File: config.mk
export PLATFORM = sky130hd
export DESIGN_NAME = cpu_sequencer
export DESIGN_NICKNAME = d
export VERILOG_FILES = /design/src/rtl/cpu_sequencer.sv
export SDC_FILE = /design/constraint.sdc
export NUM_CORES = 1
export LEC_CHECK = 0
export CAP_MARGIN = 20
export CORE_MARGIN = 2
export CORE_UTILIZATION = 45
export CTS_BUF_LIST = sky130_fd_sc_hd__clkbuf_4 sky130_fd_sc_hd__clkbuf_8
export DETAILED_ROUTE_END_ITERATION = 10
export GPL_TIMING_DRIVEN = 0
export PLACE_DENSITY = 0.81
export SLEW_MARGIN = 0
export SYNTH_ARGS = -nofsm -noshare
export SYNTH_HDL_FRONTEND = slang
export SYNTH_SLANG_ARGS = --single-unit
File: constraint.sdc
create_clock -name clk -period 4.75 [get_ports clk]
set_input_delay 0.95 -clock clk [delete_from_list [all_inputs] [get_ports clk]]
set_output_delay 0.95 -clock clk [all_outputs]
set_load 0.01 [all_outputs]
File: src/rtl/cpu_sequencer.sv
// Multi-cycle RV32I control sequencer: owns pc/ir/instret and walks each
// instruction through FETCH/DECODE/EXECUTE/MEM/WRITEBACK with ready handshakes.
module cpu_sequencer #(
  parameter logic [31:0] RESET_PC = 32'h0000_0000
) (
  input  logic        clk,
  input  logic        reset,
  output logic        imem_req,
  input  logic        imem_ready,
  input  logic [31:0] instr,
  output logic        dmem_req,
  output logic        dmem_we,
  input  logic        dmem_ready,
  input  logic [31:0] alu_result,
  input  logic        branch_taken,
  output logic [31:0] pc,
  output logic [31:0] ir,
  output logic        rf_we,
  output logic [2:0]  state,
  output logic [31:0] instret,
  output logic        halted,
  output logic        illegal,
  output logic        misaligned
);

  typedef enum logic [2:0] {
    S_FETCH = 3'd0,
    S_DECODE = 3'd1,
    S_EXECUTE = 3'd2,
    S_MEM = 3'd3,
    S_WB = 3'd4,
    S_HALT = 3'd5
  } state_t;

  state_t st, st_nxt;
  logic [31:0] pc_nxt;
  logic        pc_upd, set_ill;

  logic [6:0] opc;
  logic is_load, is_store, is_branch, is_jal, is_jalr, is_system, is_alu, is_legal;

  assign opc       = ir[6:0];
  assign is_load   = (opc == 7'b0000011);
  assign is_store  = (opc == 7'b0100011);
  assign is_branch = (opc == 7'b1100011);
  assign is_jal    = (opc == 7'b1101111);
  assign is_jalr   = (opc == 7'b1100111);
  assign is_system = (opc == 7'b1110011);
  assign is_alu    = (opc == 7'b0110011) || (opc == 7'b0010011) ||
                     (opc == 7'b0110111) || (opc == 7'b0010111);
  assign is_legal  = is_load | is_store | is_branch | is_jal | is_jalr | is_alu;

  always_comb begin
    st_nxt  = st;
    pc_nxt  = pc;
    pc_upd  = 1'b0;
    set_ill = 1'b0;
    case (st)
      S_FETCH:   if (imem_ready) st_nxt = S_DECODE;
      S_DECODE: begin
        if (is_system) st_nxt = S_HALT;
        else if (!is_legal) begin
          st_nxt  = S_HALT;
          set_ill = 1'b1;
        end else st_nxt = S_EXECUTE;
      end
      S_EXECUTE: begin
        if (is_load || is_store) st_nxt = S_MEM;
        else if (is_branch) begin
          pc_upd = 1'b1;
          pc_nxt = branch_taken ? alu_result : pc + 32'd4;
        end else st_nxt = S_WB;
      end
      S_MEM: begin
        if (dmem_ready) begin
          if (is_store) begin
            pc_upd = 1'b1;
            pc_nxt = pc + 32'd4;
          end else st_nxt = S_WB;
        end
      end
      S_WB: begin
        pc_upd = 1'b1;
        if (is_jal)       pc_nxt = alu_result;
        else if (is_jalr) pc_nxt = alu_result & ~32'h1;
        else              pc_nxt = pc + 32'd4;
      end
      S_HALT:  st_nxt = S_HALT;
      default: st_nxt = S_HALT;
    endcase
    // Every retirement funnels through here; a misaligned target halts the core.
    if (pc_upd) st_nxt = (pc_nxt[1:0] != 2'b00) ? S_HALT : S_FETCH;
  end

  always_ff @(posedge clk) begin
    if (reset) begin
      st         <= S_FETCH;
      pc         <= RESET_PC;
      ir         <= 32'h0000_0013;
      instret    <= 32'd0;
      illegal    <= 1'b0;
      misaligned <= 1'b0;
    end else begin
      st <= st_nxt;
      if (st == S_FETCH && imem_ready) ir <= instr;
      if (pc_upd) begin
        pc      <= pc_nxt;
        instret <= instret + 32'd1;
        if (pc_nxt[1:0] != 2'b00) misaligned <= 1'b1;
      end
      if (set_ill) illegal <= 1'b1;
    end
  end

  assign state    = st;
  assign halted   = (st == S_HALT);
  assign imem_req = !reset && (st == S_FETCH);
  assign dmem_req = !reset && (st == S_MEM);
  assign dmem_we  = dmem_req && is_store;
  assign rf_we    = !reset && (st == S_WB) && (ir[11:7] != 5'd0);

endmodule

==> run_results.csv <==
group,metric,value,unit
yosys,syn-cell-area,5330,um^2
power,p_seq_share,40.7,%
route,first_pass_iters,5,
route,drt-vias-per-instance,5.87,
power,p_int,1.58,mW
die,die_h,113,um
power,pwr-share-clk,20.9,%
worst_setup_path,worst-setup-path-type,"primary input to output port",
worst_setup_path,regToRegSetupSlack,2.11,ns
yosys,synth_seq_cells,101,
placed_design,hpwlAfterDp,13.5,mm
worst_setup_path,critPathLaunchType,"primary input",
layout,drive_above_1_share,6.04,%
cts,cts_setup_buffers,0,
layout,seq_area,2020,um^2
yosys,synthDistinctLibCells,63,
yosys,synth_top_area_cell,"dfxtp_1",
worst_setup_path,cp.required,3.80,ns
yosys,synthCells,689,
cts,numCtsBuffers,9,
worst_setup_path,crit_end,"imem_req",
cts,clkLatencyLatePin,0.39,ns
cts,clockBufferDepth,2,
die,fp.dieArea,12700,um^2
sta,hold_viol,0,
placed_design,numPortBuffers,173,
power,p_per_area,341,nW/um^2
yosys,synthTopCellsByArea,"dfxtp_1 (38%), nand2_1 (7.8%), a21oi_1 (7.1%)",
placed_design,gp_congestion,0.935,
min_path,hp-class,"register to register",
route,wirelength,18.5,mm
layout,final_common_cell,"clkdlybuf4s50_1",
cts,cts_repair_resize_count,0,
yosys,synth_top_cell_area_share,38.0,%
sta,period_share,68.9,%
cts,cts_tree,"built",
yosys,seq_area_frac_synth,38.0,%
cts,h-tree-depth,3,
placed_design,placedInstanceArea,7240,um^2
yosys,async_reset_ff_share,0,%
die,die_w,113,um
layout,finalNonFillerCells,1020,
sta,slew_headroom,48.4,%
layout,area_growth,39.3,%
global_routing,grt_pass1_wl,28.9,mm
cts,cts.clk_slew.worst_paths,0.09,ns
sta,final.setup.tns,0,ns
yosys,ys_warn_count,0,
sta,finalClockSkew,0.0114,ns
yosys,syn_avg_cell_area,7.73,um^2
placed_design,place_inst,1005,
global_routing,antenna_found_initial,0,
worst_setup_path,arrival,2.32,ns
flow_run,maxCapViolCount,0,
die,io_pins,175,
layout,multiInputGateArea,2990,um^2
power,combPwrFrac,38.5,%
yosys,syn-num-nets,760,
worst_setup_path,reg2reg_to,"pc[19]",
layout,fin_area,7420,um^2
layout,layout_common_cells,"clkdlybuf4s50_1 (173), nand2_1 (111), dfxtp_1 (101)",
route,drc,0,
layout,final.fill_count,975,
sta,tightestPinTransition,0.774,ns
sta,holdWs,0.462,ns
worst_setup_path,startpoint,"reset",
worst_setup_path,crit_chain,"clkbuf_8, clkbuf_1, nor3_1, clkdlybuf4s50_1",
cts,ctsHoldBuffers,0,
power,cellLeakagePower,2.48,nW
worst_setup_path,critPathMaxStageDelay,0.59,ns
sta,setup_violations,0,
cts,cts-root-buf,"clkbuf_8",
global_routing,grt_start_max_net_pins,16,
worst_setup_path,r2r-start,"ir[3]",
route,drt-initial-drc-count,600,
layout,diodes,0,
sta,fmax,306,MHz
global_routing,grt_use_total,28.3,%
sta,min_period,3.27,ns
power,p_switching,949,uW
worst_setup_path,setup.worst_path.end_class,"output port",
global_routing,grt-ovfl-total,0,
die,start_util,46.4,%
route,vias,5992,
worst_setup_path,cp_slowest_cell,"clkbuf_1",
route,wire_per_inst,18.1,um
power,p_sw_share,37.6,%
status,outcome,"completed",
worst_setup_path,r2r_cells,8,
die,rows,39,
global_routing,grt_pass1_vias,5746,
route,ant_nets,0,
sta,rsz0062_at_grt,"no",
layout,fin_nets,944,
sta,drv_slew,0,
worst_setup_path,cp_max_fo,10,
layout,fin_util,64.7,%
die,fp.coreArea,11500,um^2
power,peakVddDrop,347,uV
cts,clock-sinks,101,
yosys,synthFlopType,"dfxtp_1",
yosys,synth_edf_count,0,
[power groups by stage]
stage               logic (mW)  clock network (mW)  registers (mW)
floorplan                0.501                   0            1.06
global placement         0.938                   0            1.04
detailed placement       0.954                   0            1.04
CTS                      0.960               0.536            1.02
global route              1.04               0.569            1.04
finish                   0.971               0.527            1.03
[per-stage QoR]
step	worst slack [ns]	power, mW
floorplan	2.12	1.56
global placement	1.48	1.97
detailed placement	1.50	2.00
CTS	1.49	2.52
global route	1.43	2.65
finish	1.48	2.53
[registers in the layout, indices dropped and copies added (netlist names)]
register and flops:
misaligned 1, instret 32, illegal 1, ir 32, state 3, pc 32
[cell usage after synthesis, types with 3 or more instances]
| cell | n |
|---|---|
| nand4_1 | 9 |
| o22ai_1 | 9 |
| nor2b_1 | 3 |
| inv_1 | 20 |
| nor2_1 | 60 |
| nor3_1 | 30 |
| dfxtp_1 | 101 |
| o32ai_1 | 4 |
| nand2b_1 | 7 |
| and3_1 | 13 |
| buf_2 | 13 |
| a211oi_1 | 6 |
| xor2_1 | 5 |
| nand2_1 | 111 |
| clkbuf_8 | 5 |
| o21ai_0 | 38 |
| and2_1 | 6 |
| nor4_1 | 10 |
| a21o_1 | 4 |
| a221oi_1 | 3 |
| or3_1 | 10 |
| nor4b_1 | 3 |
| xnor2_1 | 26 |
| a21oi_1 | 76 |
| or4_1 | 4 |
| a31oi_1 | 6 |
| or2_2 | 3 |
| a32oi_1 | 4 |
| nand3_1 | 24 |
| a22oi_1 | 7 |
| and4_1 | 4 |
| clkbuf_1 | 22 |
[critical path: cells and delay by family]
family | cells | cell delay [ns]
buffers and inverters | 3 | 1.25
and+or+nand+nor | 1 | 0.11
[final cells by class]
type / count / area share (%)
multi-input cells: 525 / 40.3
flip-flops and latches: 101 / 27.3
clock buffers: 12 / 2.14
inverters: 20 / 1.01
well taps: 143 / 2.41
clock inverters: 3 / 0.287
plain buffers: 43 / 3.27
repair buffers: 173 / 23.3
[routing by layer]
layer | vias up | wire length [um] | GRT usage (%)
met5 | - | 0 | 0
met4 | 0 | 396 | 9.67
met3 | 35 | 1880 | 9.00
met2 | 332 | 8900 | 47.6
met1 | 2813 | 7310 | 34.4
li1 | 2812 | - | -
[how the worst min path moves through the flow]
stage                     depth (start not counted)  slack (ns)  startpoint  endpoint
after detailed placement                          2        0.45      ir[23]    ir[23]
after CTS                                         2        0.46      ir[23]    ir[23]
after global routing                              2        0.48      ir[29]    ir[29]
after floorplan                                   2        0.48      ir[12]    ir[12]
final                                             2        0.46      ir[29]    ir[29]
after global placement                            2        0.44      ir[27]    ir[27]
[cell families (layout without fill, tap and decap cells)]
| group | count (synthesis) | count (layout) | synth area share [%] |
|---|---|---|---|
| AOI/OAI and AO/OA | 172 | 172 | 19.4 |
| DFF | 101 | 101 | 38.0 |
| xor gates and xnor gates | 31 | 31 | 5.10 |
| and+or+nand+nor | 320 | 320 | 31.1 |
| buffers and inverters | 63 | 251 | 5.97 |
| adders and majority gates | 2 | 2 | 0.470 |
Note: power is estimated with default switching activity, not from simulation.
==> patch: new RTL, same settings <==
Reset style: asynchronous (`reset`), changed in one clocked block.
--- a/src/rtl/cpu_sequencer.sv
+++ b/src/rtl/cpu_sequencer.sv
@@ -92,7 +92,7 @@
     if (pc_upd) st_nxt = (pc_nxt[1:0] != 2'b00) ? S_HALT : S_FETCH;
   end
 
-  always_ff @(posedge clk) begin
+  always_ff @(posedge clk or posedge reset) begin
     if (reset) begin
       st         <= S_FETCH;
       pc         <= RESET_PC;
Formal check against the unedited RTL: differs if reset is asserted again (counterexample within 4 cycles, from zero or initial values and one cycle with reset high); with reset held inactive, the same outputs for 4 cycles.
==> patch against the unedited design <==
Cell area barely moved. Routed wire length down 14%. Setup slack lost 0.077 ns. Global-route usage down 3.1 points. First-iteration DRC count is 37% lower. Synthesized area is 1.7% lower. Critical path depth shrank 1. Sequential cell count stayed put. Critical path type unchanged. Largest cell class is now flip-flops and latches.
Power is not compared: it rests on default switching activity, and its combinational part moved more than twofold at a synthesized area within 25%.
==> patch: results <==
{
  "routed-wl-met3_mm": 1.246,
  "dp_hpwl_mm": 11.68,
  "final_cells": 833,
  "hp-class": "reg2reg",
  "skew_ns": 0.006657,
  "synth_compound_area_share_pct": 15.35,
  "cpMaxStageDelayCell": "clkdlybuf4s50_1",
  "grt_antenna_before_repair": 0,
  "cp_max_fo": 5,
  "max_slew_margin_pct": 36.38,
  "synth_xor_area_share_pct": 5.188,
  "htreeDepth": 3,
  "place.gp.congestion": 0.9404,
  "pwr-share-seq_pct": 51.3,
  "nets": 756,
  "dpl-instance-area_um2": 7184,
  "netlist-cell-type-count": 64,
  "avgSynthCellArea_um2": 10.49,
  "synth-seq-area-share_pct": 48.36,
  "grt_util_met1_pct": 32.20,
  "synth_edf_count": 0,
  "p_int_uw": 1422,
  "dr_wl_met2_mm": 7.664,
  "first_global_vias": 4927,
  "irDropWorstVdd_mv": 0.1830,
  "portBuffers": 174,
  "cp.arrival_ns": 2.40,
  "grtUsageTotal_pct": 25.24,
  "synth_fp_nets": 570,
  "path_delay_family": "buffers and inverters",
  "cp_slowest_stage_delay_ns": 0.60,
  "clk_latency_ns": 0.37,
  "pg_clk_uw": 623,
  "grt_pass1_wl_mm": 25.10,
  "synth-main-ff-cell": "dfrtp_1",
  "drive_above_1_share_pct": 12.61,
  "wirelength_met1_mm": 6.444,
  "yosys-top-cells-area": "dfrtp_1, mux2_2, xnor2_1",
  "via_count": 4971,
  "synth.area.mux_share_pct": 6.670,
  "grtUsageMet2_pct": 40.77,
  "drt_iter0_markers": 379,
  "cts_root_buffer": "clkbuf_8",
  "met3_usage_pct": 5.553,
  "clkTransAtPathRegs_ns": 0.09,
  "synth_fa_ha_area_share_pct": 0.4781,
  "async_flop_share_pct": 100.0,
  "wirelength_mm": 15.83,
  "synth_commonest_cells": "dfrtp_1, nand4_1, mux2_2",
  "tritoncts.num_buffers": 9,
  "grt_max_degree": 63,
  "outcome": "complete, no violations",
  "post-place-ws_ns": 1.398,
  "placed_cells": 817,
  "leakage_uw": 0.002962
}
[patch: cell types whose count changed in the layout (fill, tap and decap cells not counted), sizes merged, moves of 20 or more]
| cell | delta |
|---|---|
| dfxtp | -101 |
| a21oi | -61 |
| mux2 | +31 |
| nand4 | +23 |
| nor2 | -38 |
| clkbuf | -20 |
| dfrtp | +98 |
| nand2 | -86 |
[patch: area by class of cell]
cell class	instances	area, µm²
Fill cell	944	3956
Sequential cell	101	2531
Multi-Input combinational cell	341	2440
Timing Repair Buffer	175	1769
Tap cell	143	178.9
Clock buffer	12	158.9
Buffer	28	153.9
Inverter	29	111.4
Clock inverter	4	70.07
[patch: path summary, 6_finish.rpt]
kind                            slack (ns)     start       to  cells after the start
max in group asynchronous             2.92     reset    ir[4]                      3
worst min register to register        0.47   illegal  illegal                      1
worst min-delay path                  0.47   illegal  illegal                      1
min in group asynchronous             1.13     reset    ir[2]                      2
worst max-delay path                  1.40     reset  dmem_we                      3
worst max register to register        1.98  state[2]    pc[2]                      8
